`src/rtl/wb_commit.sv`:
```
`default_nettype none
// ============================================================================
// Module   : wb_commit
// Purpose  : Writeback commit stage merging a pipeline port (A) and a buffered
//            multicycle-unit port (B) into one register-file write port, with a
//            pending-write scoreboard and starvation protection for port B.
// Revision : 1.0 - initial release
// ============================================================================
module wb_commit #(
  parameter int FIFO_DEPTH   = 4,
  parameter int STARVE_LIMIT = 8
) (
  input  logic        clk,
  input  logic        reset,
  input  logic        a_valid,
  input  logic [4:0]  a_dst,
  input  logic [63:0] a_data,
  output logic        a_stall,
  input  logic        b_valid,
  output logic        b_ready,
  input  logic [4:0]  b_dst,
  input  logic [63:0] b_data,
  input  logic        iss_valid,
  input  logic [4:0]  iss_dst,
  output logic [31:0] busy,
  output logic        wvalid,
  output logic [4:0]  wa,
  output logic [63:0] wd
);

  localparam int c_PTR_W = (FIFO_DEPTH > 1) ? $clog2(FIFO_DEPTH) : 1;
  localparam int c_CNT_W = c_PTR_W + 1;
  localparam int c_STV_W = $clog2(STARVE_LIMIT + 1);

  logic [4:0]         r_fifo_dst  [FIFO_DEPTH];
  logic [63:0]        r_fifo_data [FIFO_DEPTH];
  logic [c_PTR_W-1:0] r_wr_ptr;
  logic [c_PTR_W-1:0] r_rd_ptr;
  logic [c_CNT_W-1:0] r_count;
  logic [c_STV_W-1:0] r_starve;
  logic [31:0]        r_busy;
  logic               r_wvalid;
  logic [4:0]         r_wa;
  logic [63:0]        r_wd;

  logic        w_empty;
  logic        w_push;
  logic        w_pop;
  logic        w_a_win;
  logic [4:0]  w_head_dst;
  logic [63:0] w_head_data;
  logic [31:0] w_set;
  logic [31:0] w_clr;

  assign w_empty     = (r_count == '0);
  assign b_ready     = (r_count < c_CNT_W'(FIFO_DEPTH));
  assign a_stall     = (r_starve == c_STV_W'(STARVE_LIMIT));
  assign w_push      = b_valid & b_ready;
  assign w_head_dst  = r_fifo_dst[r_rd_ptr];
  assign w_head_data = r_fifo_data[r_rd_ptr];

  // A stalled port A yields to the FIFO head; otherwise port A has priority.
  assign w_a_win = a_valid & ~a_stall;
  assign w_pop   = ~w_empty & ~w_a_win;

  assign w_set = iss_valid ? (32'd1 << iss_dst) : 32'd0;
  assign w_clr = w_pop ? (32'd1 << w_head_dst) : 32'd0;

  always_ff @(posedge clk) begin
    if (w_push) begin
      r_fifo_dst[r_wr_ptr]  <= b_dst;
      r_fifo_data[r_wr_ptr] <= b_data;
    end
  end

  always_ff @(posedge clk) begin
    if (reset) begin
      r_wr_ptr <= '0;
      r_rd_ptr <= '0;
      r_count  <= '0;
    end else begin
      if (w_push) r_wr_ptr <= r_wr_ptr + c_PTR_W'(1);
      if (w_pop)  r_rd_ptr <= r_rd_ptr + c_PTR_W'(1);
      r_count <= r_count + c_CNT_W'(w_push) - c_CNT_W'(w_pop);
    end
  end

  always_ff @(posedge clk) begin
    if (reset) begin
      r_starve <= '0;
    end else if (w_empty || w_pop) begin
      r_starve <= '0;
    end else if (w_a_win) begin
      r_starve <= r_starve + c_STV_W'(1);
    end
  end

  // Set beats clear on the same index; register 0 is never tracked.
  always_ff @(posedge clk) begin
    if (reset) begin
      r_busy <= '0;
    end else begin
      r_busy <= ((r_busy & ~w_clr) | w_set) & ~32'd1;
    end
  end

  always_ff @(posedge clk) begin
    if (reset) begin
      r_wvalid <= 1'b0;
      r_wa     <= '0;
      r_wd     <= '0;
    end else if (w_a_win) begin
      r_wvalid <= (a_dst != 5'd0);
      if (a_dst != 5'd0) begin
        r_wa <= a_dst;
        r_wd <= a_data;
      end
    end else if (w_pop) begin
      r_wvalid <= (w_head_dst != 5'd0);
      if (w_head_dst != 5'd0) begin
        r_wa <= w_head_dst;
        r_wd <= w_head_data;
      end
    end else begin
      r_wvalid <= 1'b0;
    end
  end

  assign busy   = r_busy;
  assign wvalid = r_wvalid;
  assign wa     = r_wa;
  assign wd     = r_wd;

endmodule
`default_nettype wire
```
`config.mk`:
```
export PLATFORM = sky130hd
export DESIGN_NAME = wb_commit
export DESIGN_NICKNAME = d
export VERILOG_FILES = /design/src/rtl/wb_commit.sv
export SDC_FILE = /design/constraint.sdc
export NUM_CORES = 1
export LEC_CHECK = 0
export ABC_AREA = 1
export CAP_MARGIN = 20
export CORE_MARGIN = 3
export CORE_UTILIZATION = 30
export DETAILED_ROUTE_END_ITERATION = 8
export PLACE_DENSITY = 0.51
export SYNTH_ARGS = -nofsm -noshare
export SYNTH_HDL_FRONTEND = slang
export SYNTH_SLANG_ARGS = --single-unit
```
`constraint.sdc`:
```
create_clock -name clk -period 5.7 [get_ports clk]
set_input_delay 0.855 -clock clk [delete_from_list [all_inputs] [get_ports clk]]
set_output_delay 0.855 -clock clk [all_outputs]
set_load 0.005 [all_outputs]
```
After elaboration in Yosys (flattened, before gate mapping)
Memory sizes are Yosys's and may differ from the RTL's. A register that Yosys moved wholly into a read port is not among the register bits. Index checks and enable logic that the tools add are counted.

Bits in registers: 113. RAM bits: 276. Bits of input ports: 148. Output and inout bits: 104. Word-level logic and storage cells: 56. Memories: 2.

$add $sub $neg: 5. Magnitude comparators: 1. Equal/unequal tests: 2. Shift operators: 2. Mux-type cells: 18. Bitwise logic cells: 9. Reductions and logical operators: 8.

Memories: r_fifo_data (depth 4, width 64, read ports 1, clocked after Yosys merged registers in 1, wr ports 1, RTL line 36) `logic [63:0] r_fifo_data [FIFO_DEPTH];`; r_fifo_dst (depth 4, width 5, read ports 1, clocked after Yosys merged registers in 1, wr ports 1, RTL line 35) `logic [4:0] r_fifo_dst [FIFO_DEPTH];`.

Operator list (count): 2-to-1 mux 64 bit (4); 2-to-1 mux 32 bit (2); << shifter 1 x 5 -> 32 bit, first input constant (2); AND 32 bit (1); NOT 32 bit (1); OR 32 bit (1); 2-to-1 mux 5 bit (4); nonzero test 5 bit (2); 2-to-1 mux 2 bit (4); adder 2 x 1 -> 2 bit, second input constant (2); adder 4 x 1 -> 4 bit, second input constant (1); == test 4 bit, second input constant (1); 2-to-1 mux 1 bit (4); nonzero test 2 bit (2); adder 3 x 1 -> 3 bit (1); AND 1 bit (3); zero test 3 bit (1); less-than comparator 3 bit, second input constant (1); NOT 1 bit (3); AND reduction 3 bit (1); subtractor 3 x 1 -> 3 bit (1); inequality test 2 x 1 -> 1 bit, second input constant (1); OR reduction 2 bit (1); logical OR 1 bit (1).

Depth between registers and ports, before layout
Word-level depth: 9. Depth in mapped cells: 13. Depth with buffers taken out: 13.

Worst setup path before layout
No wires, ideal clock.

Kind: input to register. From: input b_valid. To: memory r_fifo_data[0][0] (enable). Setup time: 0.497 ns. Arrival: 3.911 ns. Data required time: 5.203 ns. Setup slack: 1.292 ns. Stages on the path: 2. Path buffers: 0. Cells stage by stage: nand2_1 nor2_1.

Word-level cells in the longest chain between the ends: 3.

RTL lines: from (decl) (RTL line 19) `input logic b_valid,`; AND 1 bit (RTL line 58) `assign w_push = b_valid & b_ready;`; 2-to-1 mux 1 bit (RTL line 70) `if (w_push) begin`; 2-to-1 mux 1 bit (not written as such) (RTL line 72) `r_fifo_data[r_wr_ptr] <= b_data;`; to (decl) (RTL line 36).

No other way between the ends.

==> metrics.md <==
| Metric | Value |
|---|---|
| Detailed placement HPWL | `28100 µm` |
| Residual DRC | `0` |
| Sequential share of the synthesized area | `around 66%` |
| Skew final | `0.0184 ns` |
| Die height | `between 200 and 250 µm` |
| GRT Overall Usage | `16.1%` |
| Tmin final | `3.27 ns` |
| WL final | `approximately 47000 µm` |
| GP Congestion | `slightly above 0.8` |
| Final hold viol count | `0` |
| Worst rel slew slack | `between 30% and 40%` |
| Worst path most repeated cell | `nand2_1` |
| Netlist cell types | `30` |
| Worst-margin pin slew | `about 1.0 ns` |
| Net count of the mapped netlist | `~1800` |
| Post-synthesis cell type with the largest combined area | `edfxtp_1` |
| Clock transition at the registers of the reported paths | `0.06 ns` |
| Clock tree sinks | `just under 400` |
| Crit Path Max Fanout | `between 60 and 70` |
| Clk network pwr share | `between 30% and 40%` |
| Clock Tree Buf Depth | `3` |
| FILL cells | `approximately 5200` |
| Mapped Avg Cell Area | `approximately 10 µm²` |
| I/O pins | `between 200 and 300` |
| F_max | `0.306 GHz` |
| Startpoint types | `flip-flop` |
| Die W | `about 240 µm` |
| Post-CTS Setup Inserts | `0` |
| Final Cycle Share | `between 50% and 60%` |
| Flops & latches, synth | `just under 400` |
| Leak Pwr | `~7.7 nW` |
| Final core occ | `between 30 and 40%` |
| Synthesis warning total | `0` |
| Fin nets | `1978` |
| Non-filler instance count after layout | `~2600` |
| Status | `finished, final reports clean` |
| Synth Instances | `between 1500 and 2000` |
| Rows | `84` |
| Crit path DAT | `3.72 ns` |
| Grt total ovfl | `0` |
| Initial Utilization | `between 30% and 40%` |
| Crit path cell chain | `clkinv_2 -> buf_4 -> nand3_1 -> nand2_1 -> nand2_1 -> o21bai_4 -> buf_4 -> nand3b_1 -> nand2_1 -> nor2_1` |
| Initial antenna violation count | `14` |
| Combinational Power Share | `24.3%` |
| Sequential share of power | `42.8%` |
| Vias | `around 12000` |
| Avg WL per Cell | `18.4 µm` |
| Core Area | `52900 µm²` |
| WP data required | `around 6.2 ns` |
| CP max stage cell | `buf_4` |
| Power Density | `around 400 nW/µm²` |
| Max-cap violations | `0` |
| Cell Int Power | `about 5.7 mW` |
| Root buffer cell | `clkbuf_16` |
| Cell area after synthesis | `16100 µm²` |
| First-pass GRT wire length | `70400 µm` |
| Vias/cell | `4.72` |
| Number of global-route vias before repair | `about 11000` |
| Dpl cells | `between 2000 and 2500` |
| Peak supply drop | `0.164 mV` |
| 1st-pass router iterations | `7` |
| Total CTS buffers | `45` |
| H-tree depth | `2` |
| Sw Share | `31.0%` |
| Hold buffer count at CTS | `0` |
| Setup Crit Path Kind | `reg -> reg` |
| Synth top area share | `around 50%` |
| Final setup TNS | `0 ns` |
| P_sw | `2.55 mW` |
| Slew Viols, Final | `0` |
| Resize count post-CTS | `0` |
| Clock Latency Late Sink | `between 0.5 and 0.6 ns` |
| Critical Path Sink Type | `flip-flop` |
| Antenna viol nets, final | `0` |
| CTS tree | `done` |
| Slowest stage delay, CP | `0.66 ns` |
| Pwr Total | `8.24 mW` |
| Total die area | `about 57000 µm²` |
| # setup viols final | `0` |
| Worst hold path class | `reg -> reg` |
| DRT iter0 DRCs | `between 700 and 800` |
| Layout cells sized above 1 | `5.60%` |
| Area contributors post-synth | `edfxtp_1 (51%), dfxtp_1 (14%), nand2_1 (11%)` |
| Port bufs | `250` |
| RSZ-0062 raised after global routing | `no` |
| Pin count of the biggest net entering global routing | `a little under 80` |
| Synthesis-to-finish area growth | `27.8%` |
-- stage by stage --
| step | cell area [µm²] | hold WS, ns | worst slack, ns |
|---|---|---|---|
| finish | 20600 | 0.461 | 2.43 |
| global route | 20600 | 0.492 | 2.15 |
| global placement | 19200 | 0.450 | 1.82 |
| floorplan | 16100 | 0.430 | 1.29 |
| CTS | 20600 | 0.463 | 2.40 |
| detailed placement | 19200 | 0.454 | 1.80 |
-- power groups by stage --
stage,sequential (mW),combinational (mW),clock (mW)
after floorplan,3.57,1.25,0
after global placement,3.58,2.02,0
after detailed placement,3.58,2.04,0
after CTS,3.53,2.05,2.79
after global routing,3.56,2.26,2.89
final,3.53,2.01,2.71
-- state kept, by name, summed over array words and instances (netlist names), 3 cells and up, named ones only --
signal and cells:
r_starve 4, r_fifo_dst 20, wd 64, r_count 3, busy 31, r_fifo_data 256, wa 5
-- cell usage in the layout, fill, tap and decap left out --
cell	Yosys	layout
inv_4	0	1
inv_6	0	2
o21bai_4	1	1
diode_2	0	6
nand2_4	0	1
o22ai_1	15	15
ha_1	8	8
clkbuf_16	0	45
a21o_4	0	1
fa_1	1	1
nand2_2	2	2
nand3_2	1	1
nor2_4	0	4
xor2_1	2	2
a21oi_1	97	97
clkdlybuf4s50_1	0	250
buf_4	13	20
o21ai_0	45	45
nand3b_1	60	60
o21bai_1	1	1
conb_1	1	1
and3_1	1	1
nand3_1	192	192
dfxtp_1	114	112
nor4_1	5	5
clkinvlp_4	0	2
clkbuf_1	69	12
mux2i_1	8	8
clkbuf_8	0	8
clkinv_2	0	13
xnor2_1	1	1
clkinv_1	1	4
dfxtp_4	0	2
edfxtp_1	276	276
inv_1	37	35
clkinv_4	0	1
nand2_1	491	490
nor3_1	3	3
nor2_1	138	134
-- final cells by class --
class / count / area (µm²) / area share, %
multi-input combinational: 1074 / 4960 / 24.1
sequential: 390 / 10600 / 51.3
tap: 688 / 861 / 4.18
clock buffer: 65 / 1280 / 6.22
timing repair buffer: 270 / 2650 / 12.9
clock inverter: 18 / 103 / 0.498
antenna: 6 / 15.0 / 0.0729
inverter: 40 / 156 / 0.759
-- routing by layer --
| layer | GRT usage (%) | vias up | share of wire, % | wire length [µm] |
|---|---|---|---|---|
| met2 | 25.6 | 321 | 45 | 21300 |
| met5 | 0 | - | 0.22 | 102 |
| met4 | 4.22 | 14 | 2.0 | 925 |
| li1 | - | 5920 | - | - |
| met1 | 21.7 | 5691 | 45 | 21100 |
| met3 | 4.77 | 83 | 7.3 | 3430 |
-- synth_stat cells, drive strengths merged --
cell and count:
a21o 1, a21oi 97, and3 1, buf 41
clkbuf 69, clkinv 1, conb 1, dfxtp 114
edfxtp 276, fa 1, ha 8, inv 39
mux2i 8, nand2 493, nand3 193, nand3b 60
nor2 138, nor3 3, nor4 5, o21ai 45
o21bai 2, o22ai 15, xnor2 1, xor2 2
-- cell families after synthesis --
logic type | Yosys count | share of synthesized area [%]
AO/OA/AOI/OAI | 160 | 5.20
flip-flops | 390 | 65.6
adder cells (fa/ha/maj) | 9 | 0.745
XOR/XNOR | 3 | 0.163
multiplexers | 8 | 0.497
buffers and inverters | 150 | 3.93
other | 1 | 0.0233
AND/OR/NAND/NOR | 893 | 23.9
-- path summary, 6_finish.rpt --
check	startpoint	depth (start not counted)	slack (ns)	to
worst max-delay path	flip-flop	10	2.43	wd[30]
worst min-delay path	busy[3]	2	0.46	busy[3]
worst max register to register	flip-flop	10	2.43	wd[30]
worst min register to register	busy[3]	2	0.46	busy[3]
-- worst max-delay path: cells and delay by family (launching register included) --
kind / cells / cell delay (ns)
flops: 1 / 0.45
buf+inv: 3 / 1.57
simple gates: 6 / 0.73
compound gates: 1 / 0.24
Power figures use the tool's default switching activity.
